File: config.mk
export PLATFORM = sky130hd
export DESIGN_NAME = window_stat_sched_flat
export DESIGN_NICKNAME = d
export VERILOG_FILES = /design/src/rtl/window_stat_sched_if.sv /design/src/rtl/window_stat_sched.sv /design/src/flat_wrapper.sv
export SDC_FILE = /design/constraint.sdc
export NUM_CORES = 1
export LEC_CHECK = 0
export ABC_AREA = 1
export CELL_PAD_IN_SITES_DETAIL_PLACEMENT = 0
export CELL_PAD_IN_SITES_GLOBAL_PLACEMENT = 2
export CORE_MARGIN = 5
export CORE_UTILIZATION = 29
export DETAILED_ROUTE_END_ITERATION = 6
export PLACE_DENSITY_LB_ADDON = 0.1
export SYNTH_ARGS = -nofsm -noshare
export SYNTH_HDL_FRONTEND = slang
export SYNTH_SLANG_ARGS = --single-unit
File: constraint.sdc
create_clock -name Clk -period 4.44 [get_ports Clk]
set_clock_uncertainty 0.2 [all_clocks]
set_input_delay 0.444 -clock Clk [delete_from_list [all_inputs] [get_ports Clk]]
set_output_delay 0.444 -clock Clk [all_outputs]
set_load 0.01 [all_outputs]
File: src/rtl/window_stat_sched_if.sv
// Bundles the job-control, stats-unit and result ports of the window statistics sequencer.
// master is the sequencer side; slave is the controller/stats/consumer side.
interface window_stat_sched_if #(
    parameter int WIDTH = 32
);
    logic             go;
    logic [WIDTH-1:0] cfg_len;
    logic [WIDTH-1:0] cfg_win;
    logic [WIDTH-1:0] cfg_stride;
    logic             busy;
    logic             finished;
    logic             cfg_err;
    logic             stat_start;
    logic [WIDTH-1:0] stat_si;
    logic [WIDTH-1:0] stat_ei;
    logic             stat_done;
    logic [WIDTH-1:0] stat_mean;
    logic [WIDTH-1:0] stat_variance;
    logic             res_valid;
    logic             res_ready;
    logic [WIDTH-1:0] res_mean;
    logic [WIDTH-1:0] res_variance;
    logic [WIDTH-1:0] res_idx;
    logic             res_last;

    modport master (
        input  go, cfg_len, cfg_win, cfg_stride, stat_done, stat_mean, stat_variance, res_ready,
        output busy, finished, cfg_err, stat_start, stat_si, stat_ei,
               res_valid, res_mean, res_variance, res_idx, res_last
    );

    modport slave (
        output go, cfg_len, cfg_win, cfg_stride, stat_done, stat_mean, stat_variance, res_ready,
        input  busy, finished, cfg_err, stat_start, stat_si, stat_ei,
               res_valid, res_mean, res_variance, res_idx, res_last
    );
endinterface

File: src/rtl/window_stat_sched.sv
// Walks a series in sliding windows, launching the stats unit per window and emitting results.
// Start: go -> stat_start next cycle; stat_done -> res_valid next cycle; no new window while res_ready is low.
module window_stat_sched #(
    parameter int WIDTH   = 32,
    parameter int TIMEOUT = 1024
) (
    input logic                 Clk,
    input logic                 Rst,
    window_stat_sched_if.master bus
);
    localparam logic [2:0] S_IDLE   = 3'd0;
    localparam logic [2:0] S_LAUNCH = 3'd1;
    localparam logic [2:0] S_WAIT   = 3'd2;
    localparam logic [2:0] S_EMIT   = 3'd3;
    localparam logic [2:0] S_DONE   = 3'd4;

    localparam int TW = (TIMEOUT > 1) ? $clog2(TIMEOUT) : 1;
    localparam logic [TW-1:0] TLAST = TW'(TIMEOUT - 1);

    logic [2:0]       state;
    logic [WIDTH-1:0] len_q, win_q, stride_q;
    logic [WIDTH-1:0] si_q, ei_q, idx_q;
    logic [TW-1:0]    tcnt;
    logic             busy_q, finished_q, cfg_err_q, start_q;
    logic             res_valid_q, res_last_q;
    logic [WIDTH-1:0] res_mean_q, res_var_q, res_idx_q;

    logic             cfg_bad;
    logic [WIDTH:0]   next_end;
    logic [WIDTH-1:0] next_si;

    assign cfg_bad  = (bus.cfg_win == '0) || (bus.cfg_stride == '0) || (bus.cfg_win > bus.cfg_len);
    // One extra bit so a start+stride+window that wraps WIDTH still reads as past the end.
    assign next_end = {1'b0, si_q} + {1'b0, stride_q} + {1'b0, win_q};
    assign next_si  = si_q + stride_q;

    always_ff @(posedge Clk) begin
        if (Rst) begin
            state       <= S_IDLE;
            len_q       <= '0;
            win_q       <= '0;
            stride_q    <= '0;
            si_q        <= '0;
            ei_q        <= '0;
            idx_q       <= '0;
            tcnt        <= '0;
            busy_q      <= 1'b0;
            finished_q  <= 1'b0;
            cfg_err_q   <= 1'b0;
            start_q     <= 1'b0;
            res_valid_q <= 1'b0;
            res_last_q  <= 1'b0;
            res_mean_q  <= '0;
            res_var_q   <= '0;
            res_idx_q   <= '0;
        end else begin
            finished_q <= 1'b0;
            cfg_err_q  <= 1'b0;
            case (state)
                S_IDLE: begin
                    if (bus.go) begin
                        if (cfg_bad) begin
                            cfg_err_q <= 1'b1;
                        end else begin
                            len_q    <= bus.cfg_len;
                            win_q    <= bus.cfg_win;
                            stride_q <= bus.cfg_stride;
                            si_q     <= '0;
                            ei_q     <= bus.cfg_win;
                            idx_q    <= '0;
                            start_q  <= 1'b1;
                            busy_q   <= 1'b1;
                            state    <= S_LAUNCH;
                        end
                    end
                end
                S_LAUNCH: begin
                    start_q <= 1'b0;
                    tcnt    <= '0;
                    state   <= S_WAIT;
                end
                S_WAIT: begin
                    if (bus.stat_done) begin
                        res_mean_q  <= bus.stat_mean;
                        res_var_q   <= bus.stat_variance;
                        res_idx_q   <= idx_q;
                        res_last_q  <= (next_end > {1'b0, len_q});
                        res_valid_q <= 1'b1;
                        state       <= S_EMIT;
                    end else if (tcnt == TLAST) begin
                        cfg_err_q <= 1'b1;
                        busy_q    <= 1'b0;
                        state     <= S_IDLE;
                    end else begin
                        tcnt <= tcnt + 1'b1;
                    end
                end
                S_EMIT: begin
                    if (bus.res_ready) begin
                        res_valid_q <= 1'b0;
                        if (res_last_q) begin
                            finished_q <= 1'b1;
                            state      <= S_DONE;
                        end else begin
                            si_q    <= next_si;
                            ei_q    <= next_end[WIDTH-1:0];
                            idx_q   <= idx_q + 1'b1;
                            start_q <= 1'b1;
                            state   <= S_LAUNCH;
                        end
                    end
                end
                S_DONE: begin
                    busy_q <= 1'b0;
                    state  <= S_IDLE;
                end
                default: state <= S_IDLE;
            endcase
        end
    end

    assign bus.busy         = busy_q;
    assign bus.finished     = finished_q;
    assign bus.cfg_err      = cfg_err_q;
    assign bus.stat_start   = start_q;
    assign bus.stat_si      = si_q;
    assign bus.stat_ei      = ei_q;
    assign bus.res_valid    = res_valid_q;
    assign bus.res_mean     = res_mean_q;
    assign bus.res_variance = res_var_q;
    assign bus.res_idx      = res_idx_q;
    assign bus.res_last     = res_last_q;
endmodule

File: src/flat_wrapper.sv
// flat-port wrapper written by rule: the top's interface ports become plain ports
module window_stat_sched_flat 
#(
    parameter int WIDTH   = 32,
    parameter int TIMEOUT = 1024
)
  (Clk, Rst, bus_go, bus_cfg_len, bus_cfg_win, bus_cfg_stride, bus_stat_done, bus_stat_mean, bus_stat_variance, bus_res_ready, bus_busy, bus_finished, bus_cfg_err, bus_stat_start, bus_stat_si, bus_stat_ei, bus_res_valid, bus_res_mean, bus_res_variance, bus_res_idx, bus_res_last);
  window_stat_sched_if #(.WIDTH(WIDTH)) bus_i ();
  input logic Clk;
  input logic Rst;
  input wire logic [$bits(bus_i.go)-1:0] bus_go;
  input wire logic [$bits(bus_i.cfg_len)-1:0] bus_cfg_len;
  input wire logic [$bits(bus_i.cfg_win)-1:0] bus_cfg_win;
  input wire logic [$bits(bus_i.cfg_stride)-1:0] bus_cfg_stride;
  input wire logic [$bits(bus_i.stat_done)-1:0] bus_stat_done;
  input wire logic [$bits(bus_i.stat_mean)-1:0] bus_stat_mean;
  input wire logic [$bits(bus_i.stat_variance)-1:0] bus_stat_variance;
  input wire logic [$bits(bus_i.res_ready)-1:0] bus_res_ready;
  output wire logic [$bits(bus_i.busy)-1:0] bus_busy;
  output wire logic [$bits(bus_i.finished)-1:0] bus_finished;
  output wire logic [$bits(bus_i.cfg_err)-1:0] bus_cfg_err;
  output wire logic [$bits(bus_i.stat_start)-1:0] bus_stat_start;
  output wire logic [$bits(bus_i.stat_si)-1:0] bus_stat_si;
  output wire logic [$bits(bus_i.stat_ei)-1:0] bus_stat_ei;
  output wire logic [$bits(bus_i.res_valid)-1:0] bus_res_valid;
  output wire logic [$bits(bus_i.res_mean)-1:0] bus_res_mean;
  output wire logic [$bits(bus_i.res_variance)-1:0] bus_res_variance;
  output wire logic [$bits(bus_i.res_idx)-1:0] bus_res_idx;
  output wire logic [$bits(bus_i.res_last)-1:0] bus_res_last;
  assign bus_i.go = bus_go;
  assign bus_i.cfg_len = bus_cfg_len;
  assign bus_i.cfg_win = bus_cfg_win;
  assign bus_i.cfg_stride = bus_cfg_stride;
  assign bus_i.stat_done = bus_stat_done;
  assign bus_i.stat_mean = bus_stat_mean;
  assign bus_i.stat_variance = bus_stat_variance;
  assign bus_i.res_ready = bus_res_ready;
  assign bus_busy = bus_i.busy;
  assign bus_finished = bus_i.finished;
  assign bus_cfg_err = bus_i.cfg_err;
  assign bus_stat_start = bus_i.stat_start;
  assign bus_stat_si = bus_i.stat_si;
  assign bus_stat_ei = bus_i.stat_ei;
  assign bus_res_valid = bus_i.res_valid;
  assign bus_res_mean = bus_i.res_mean;
  assign bus_res_variance = bus_i.res_variance;
  assign bus_res_idx = bus_i.res_idx;
  assign bus_res_last = bus_i.res_last;
  window_stat_sched #(.WIDTH(WIDTH), .TIMEOUT(TIMEOUT)) u_core (.Clk(Clk), .Rst(Rst), .bus(bus_i));
endmodule
==> results of run 1 <==
## final cells by class
type / instances / area, um2
Timing Repair Buffer: 390 / 3860
Clock buffer: 57 / 1170
Antenna cell: 2 / 5.00
Inverter: 259 / 975
Multi-Input combinational cell: 2099 / 11400
Tap cell: 855 / 1070
Sequential cell: 307 / 6150
Clock inverter: 14 / 184
Fill cell: 6950 / 39900
## worst max path at each step
stage                           from                    end  slack, ns  cells after the start
2_1_floorplan  u_core.bus.stat_si[1]    u_core.bus.res_last       0.60                     27
3_3_place_gp         bus_cfg_win[31]  u_core.bus.stat_si[6]       0.02                     16
3_5_place_dp         bus_cfg_win[31]  u_core.bus.stat_si[6]        0.1                     16
4_1_cts           u_core.stride_q[1]    u_core.bus.res_last       0.11                     27
5_1_grt           u_core.stride_q[1]    u_core.bus.res_last      -0.01                     26
6_report         u_core.stride_q[13]    u_core.bus.res_last       0.32                     25
## per-layer routing
metal  GRT usage, %  part of all wire (%)
met1           30.7                    48
met2           33.9                    45
met3           3.68                   5.0
met4           5.59                   2.6
met5              0                     0
## sequential cells by signal, summed over array words and instances, names as in the netlist
register                 cells
u_core.bus.res_valid         1
u_core.stride_q             32
u_core.bus.stat_ei          32
u_core.tcnt                 10
u_core.bus.cfg_err           1
u_core.idx_q                32
u_core.win_q                32
u_core.bus.stat_si          32
u_core.bus.res_variance     32
u_core.bus.busy              1
u_core.len_q                32
u_core.bus.finished          1
u_core.bus.res_idx          32
u_core.bus.stat_start        1
u_core.state                 3
u_core.bus.res_last          1
u_core.bus.res_mean         32
## synthesized netlist by cell type (2+ instances only)
library cell | number | area (um2)
o211ai_1 | 2 | 15.0
nand2_1 | 598 | 2240
ha_1 | 128 | 1600
clkinv_1 | 2 | 7.51
inv_1 | 256 | 961
buf_2 | 29 | 145
a21oi_1 | 306 | 1530
dfxtp_1 | 307 | 6150
and3_1 | 3 | 18.8
nor4_1 | 24 | 150
clkbuf_1 | 91 | 342
nor2_1 | 380 | 1430
fa_1 | 34 | 681
o21a_1 | 6 | 45.0
o21bai_1 | 8 | 60.1
a21o_1 | 4 | 30.0
buf_1 | 3 | 11.3
xor2_1 | 28 | 245
nand3_1 | 150 | 751
nand4_1 | 115 | 719
nor3_1 | 40 | 200
or2_2 | 13 | 81.3
o21ai_0 | 198 | 991
xnor2_1 | 16 | 140
buf_4 | 13 | 97.6
a31oi_1 | 2 | 12.5
a211oi_1 | 3 | 22.5
and2_1 | 14 | 87.6
nand3b_1 | 11 | 82.6
a21boi_0 | 5 | 37.5
## worst max-delay path: cells and delay by family, from the launching register on
family | cells | cell delay [ns]
fa+ha+maj | 3 | 1.15
simple gates | 19 | 2.01
buf+inv | 2 | 0.15
flops | 1 | 0.46
compound gates | 1 | 0.11
## power by group
part	total [W]	switching [W]	internal (W)
combinational	0.00558	0.00344	0.00215
sequential	0.00358	0.000362	0.00321
clock	0.00339	0.00138	0.00202
total	0.0126	0.00518	0.00738
## per-stage QoR
step,cells,power (W)
CTS,3981,0.0127
finish,3983,0.0126
global placement,3910,0.00918
detailed placement,3910,0.00918
global route,3983,0.0135
floorplan,2801,0.00675
## cells by family (layout without fill, tap and decap cells)
kind of cell,Yosys count,in the layout,share of synthesized area (%)
xor+xnor,44,44,2.03
compound gates,538,538,14.6
other cells,0,2,0
buf+inv,395,720,8.25
flops,307,307,32.3
fa+ha+maj,162,162,12.0
simple gates,1355,1355,30.8
## what timing repair did
| action | in CTS | in global routing |
|---|---|---|
| buffers inserted | 0 | 0 |
| setup endpoints to repair | 0 | 1 |
| resized for setup | 0 | 9 |
| hold buffers | 0 | 0 |
==> results.py, run 1 <==
metrics = {
    "sta": {
        "min_period_ns": 4.12,
        "whs_ns": 0.246,
        "setup-violations-final": 0,
        "setup_slack_ns": 0.320,
        "final_max_slew_viol_count": 0,
        "max_freq_mhz": 243,
        "setup_tns_ns": 0,
        "worstMarginPinSlew_ns": 1.20,
        "slew_headroom_pct": 20.2,
        "timing.final.crit_share_pct": 92.8,
        "finalHoldViolations": 0,
    },
    "critical_path": {
        "critPathSlowestCell": "fa_1",
        "cp_common_cell": "nand2_1",
        "worstPathRequired_ns": 4.76,
        "r2r-end": "u_core.bus.res_last",
        "critPathMaxStageDelay_ns": 0.47,
        "cp-start-kind": "flop",
        "worstSetupPathType": "flop to flop",
        "crit_fanout": 4,
        "worstReg2RegStart": "u_core.stride_q[13]",
        "end_kind": "flop",
        "r2r_cells": 25,
        "cp.arrival_ns": 4.44,
        "r2r_slack_ns": 0.32,
    },
    "placed_design": {
        "portBuffers": 330,
        "place_congestion": 0.909,
        "pre_cts_ws_ns": 0.0958,
        "post-dp-hpwl_mm": 61.5,
        "dpl_cell_area_mm2": 0.0234,
    },
    "yosys": {
        "synth.ff_latch_count": 307,
        "syn_avg_cell_area_um2": 6.78,
        "yosysUniqueCellTypes": 42,
        "ys.flop_type": "dfxtp_1",
        "synth_edf_count": 0,
        "synth_area_mm2": 0.0190,
        "ys_async_sr_fraction_pct": 0,
        "synth_warnings": 0,
        "yosysSeqAreaShare_pct": 32.3,
        "synth_nets": 3128,
        "syn_inst": 2801,
    },
    "run": {
        "cap_violations": 0,
    },
    "floorplan": {
        "initial_core_util_pct": 29.4,
        "dieArea_mm2": 0.0707,
        "io_pins": 331,
        "coreArea_mm2": 0.0647,
        "die_w_um": 266,
        "rows": 93,
        "die_h_um": 266,
    },
    "pwr": {
        "power.density_mw_per_mm2": 507,
        "ir_drop_mv": 0.254,
        "p_leak_nw": 10.3,
    },
    "drt": {
        "vias_per_cell": 4.93,
        "drt_wl_total_mm": 79.6,
        "drt_iter0_drc": 1209,
        "route.detailed.drc": 0,
        "wl_per_cell_um": 20.0,
        "first_pass_iters": 5,
        "drtAntennaViolNets": 0,
        "vias": 19700,
    },
    "final_layout": {
        "utilization_pct": 38.3,
        "nets": 3424,
        "final_common_cell": "nand2_1",
        "syn2layout_area_growth_pct": 30.4,
        "fin_area_mm2": 0.0248,
        "drive_gt1_share_pct": 5.15,
        "mostFrequentLayoutCells": "nand2_1 (596), nor2_1 (377), clkdlybuf4s50_1 (329)",
    },
    "grt": {
        "grt_max_degree": 123,
        "grt_pass1_vias": 19400,
        "grt_pass1_wl_mm": 120,
        "overflow": 0,
        "grt_usage_pct": 21.5,
        "antenna_found_initial": 2,
    },
    "clocking": {
        "clkTransAtPathRegs_ns": 0.06,
        "clock_path_buffers": 3,
        "numCtsBuffers": 40,
        "clk_latency_ns": 0.58,
        "cts_root_buf": "clkbuf_16",
        "h-tree-depth": 2,
        "cts_tree": "yes",
        "clkSinkCount": 307,
    },
    "worst_hold_path": {
        "whs_path_depth": 3,
        "hold_end": "u_core.bus.res_mean[26]",
        "min_from": "bus_stat_mean[26]",
        "hold_path_class": "input pin to flop",
    },
    "status": {
        "status": "finished, final reports clean",
    },
}
Note: power is estimated with default switching activity, not from simulation.
==> inputs of run 2 (changes only) <==
clock period = 3.8 ns   (was 4.44 ns; I/O delays follow)
==> run 2 against run 1 <==
The run now ends with DRC, setup timing left. Register-to-register slack worse by 0.42 ns. Clock-buffer cell count decreased by 4. Setup slack worse by 0.42 ns. Hold slack lost 0.051 ns. Cell count grew 5.4%. Sequential share of layout area is 1.8 points lower. Global-route usage is 0.19 points higher. Critical path depth increased by 1. Die area stayed put. Largest power group unchanged.
==> results.py, run 2 (synthesis gave the netlist of run 1 again) <==
metrics = {
    "status": {
        "status": "finished, violations left",
        "violations": "DRC, setup timing",
    },
    "critical_path": {
        "critPathTopFamily": "simple AND/OR/NAND/NOR gates",
        "critPathSlowestCell": "fa_1",
        "r2r_cells": 26,
        "worstReg2RegStart": "u_core.bus.stat_si[1]",
        "end_kind": "flop",
        "crit_fanout": 3,
        "r2r_slack_ns": -0.1,
        "cp.arrival_ns": 4.20,
        "r2r-end": "u_core.bus.res_last",
        "critPathMaxStageDelay_ns": 0.49,
        "cp-start-kind": "flop",
        "cp_common_cell": "nand2_1",
        "critPathBufInv": 1,
        "worstPathRequired_ns": 4.10,
        "worstSetupPathType": "flop to flop",
    },
    "drt": {
        "drtAntennaViolNets": 0,
        "first_pass_iters": 7,
        "route.detailed.drc": 2,
        "vias_per_cell": 4.88,
        "routed.top_layer": "met4",
        "dr_wl_met2_mm": 36.1,
        "vias": 20500,
        "drt_iter0_drc": 1225,
        "wl_per_cell_um": 19.0,
        "drt_wl_total_mm": 80.0,
        "m1WireLength_mm": 38.2,
        "wl_met3_mm": 4.04,
    },
    "clocking": {
        "cts_root_buf": "clkbuf_16",
        "clkSinkCount": 307,
        "numCtsBuffers": 40,
        "clkTransAtPathRegs_ns": 0.06,
        "h-tree-depth": 2,
        "cts_tree": "yes",
        "clk_latency_ns": 0.57,
        "clock_path_buffers": 3,
    },
    "final_layout": {
        "final_cells": 4198,
        "final_common_cell": "nand2_1",
        "mostFrequentLayoutCells": "nand2_1 (583), nor2_1 (373), clkdlybuf4s50_1 (329)",
        "fin_area_mm2": 0.0268,
        "utilization_pct": 41.4,
        "drive_gt1_share_pct": 13.3,
        "syn2layout_area_growth_pct": 40.9,
        "nets": 3636,
    },
    "sta": {
        "final_max_slew_viol_count": 0,
        "worstMarginPinSlew_ns": 1.05,
        "max_freq_mhz": 256,
        "finalHoldViolations": 0,
        "setup_tns_ns": -0.0998,
        "rsz0062_at_grt": "true",
        "min_period_ns": 3.90,
        "setup-violations-final": 1,
        "timing.final.crit_share_pct": 103,
        "setup_slack_ns": -0.0998,
        "slew_headroom_pct": 30.0,
    },
    "pwr": {
        "clockPowerShare_pct": 25.1,
        "ir_drop_mv": 0.346,
        "combPwrFrac_pct": 49.0,
        "p_switching_w": 0.00633,
        "swShare_pct": 39.8,
        "p_int_w": 0.00958,
        "power.density_mw_per_mm2": 594,
        "total_power_w": 0.0159,
        "power_frac_seq_pct": 25.9,
        "p_leak_nw": 11.5,
    },
    "grt": {
        "grt_max_degree": 148,
        "grt_pass1_wl_mm": 122,
        "antenna_found_initial": 3,
        "grt_usage_pct": 21.7,
        "grt_pass1_vias": 20500,
        "overflow": 0,
    },
    "floorplan": {
        "rows": 93,
        "die_h_um": 266,
        "dieArea_mm2": 0.0707,
        "coreArea_mm2": 0.0647,
        "initial_core_util_pct": 29.4,
        "die_w_um": 266,
        "io_pins": 331,
    },
    "placed_design": {
        "post-dp-hpwl_mm": 63.1,
        "dp_cells": 4113,
        "portBuffers": 330,
        "place_congestion": 0.917,
        "dpl_cell_area_mm2": 0.0249,
    },
    "worst_hold_path": {
        "min_from": "bus_stat_mean[15]",
        "hold_end": "u_core.bus.res_mean[15]",
        "whs_path_depth": 3,
        "hold_path_class": "input pin to flop",
    },
    "run": {
        "cap_violations": 0,
    },
}
[run 2: cell type report]
class	instances	area, um2
diodes	3	7.51
multi-input cells	2099	11700
clock buffers	53	1140
inverters	259	975
fillers	6839	37900
clock inverters	20	246
flip-flops and latches	307	6150
well taps	855	1070
repair buffers	602	5490
[run 2: metal layers]
| metal | track usage [%] | vias up |
|---|---|---|
| met5 | 0 | - |
| met4 | 5.30 | 0 |
| met3 | 3.21 | 86 |
| met2 | 35.2 | 492 |
| met1 | 30.7 | 9589 |
| li1 | - | 10300 |
[run 2: worst register-to-register path, stage by stage, from the launching register on]
cell and delay [ns]:
dfxtp_2 0.33, fa_1 0.49, ha_2 0.22, fa_2 0.40, nand3_2 0.09, nand3_4 0.10, nand2_4 0.08, nand2_4 0.06
buf_6 0.12, nand2_4 0.05, nand2_4 0.07, xor2_2 0.16, ha_1 0.31, nand2_2 0.09, nor4_4 0.28, nand2_1 0.09
nand2_1 0.08, nand2_1 0.07, nand2_2 0.07, nand2_1 0.06, nand2_1 0.06, nand2_1 0.05, nand2_1 0.05, nand2_1 0.05
nand2_1 0.05, nand2_1 0.05, a21oi_2 0.11
[run 2: stage by stage]
step / setup slack, ns / hold slack (ns)
2_1_floorplan: 0.0421 / 0.235
3_3_place_gp: -0.457 / 0.243
3_5_place_dp: -0.503 / 0.241
4_1_cts: -0.0373 / 0.149
5_1_grt: -0.287 / 0.161
6_report: -0.0998 / 0.195
[run 2: power groups by stage]
stage | Sequential [W] | Clock (W) | Combinational, W
detailed placement | 0.00418 | 0 | 0.00739
global route | 0.00418 | 0.00427 | 0.00861
CTS | 0.00412 | 0.00414 | 0.00767
floorplan | 0.00432 | 0 | 0.00357
global placement | 0.00416 | 0 | 0.00737
finish | 0.00412 | 0.00400 | 0.00779
[run 2: worst max path at each step]
stage,slack (ns),depth (start not counted),from,to
after global placement,-0.46,26,u_core.bus.stat_si[1],u_core.bus.res_last
after global routing,-0.29,26,u_core.bus.stat_si[1],u_core.bus.res_last
final,-0.1,26,u_core.bus.stat_si[1],u_core.bus.res_last
after CTS,-0.04,24,u_core.bus.stat_si[19],u_core.bus.res_last
after floorplan,0.04,27,u_core.stride_q[1],u_core.bus.res_last
after detailed placement,-0.50,26,u_core.bus.stat_si[1],u_core.bus.res_last
[run 2: what timing repair did]
action | 4_1_cts | 5_1_grt
gates resized for setup | 55 | 32
setup endpoints to repair | 1 | 1
buffers inserted | 7 | 3
gates cloned | 0 | 0
hold buffers | 0 | 0
pin swaps | 23 | 18
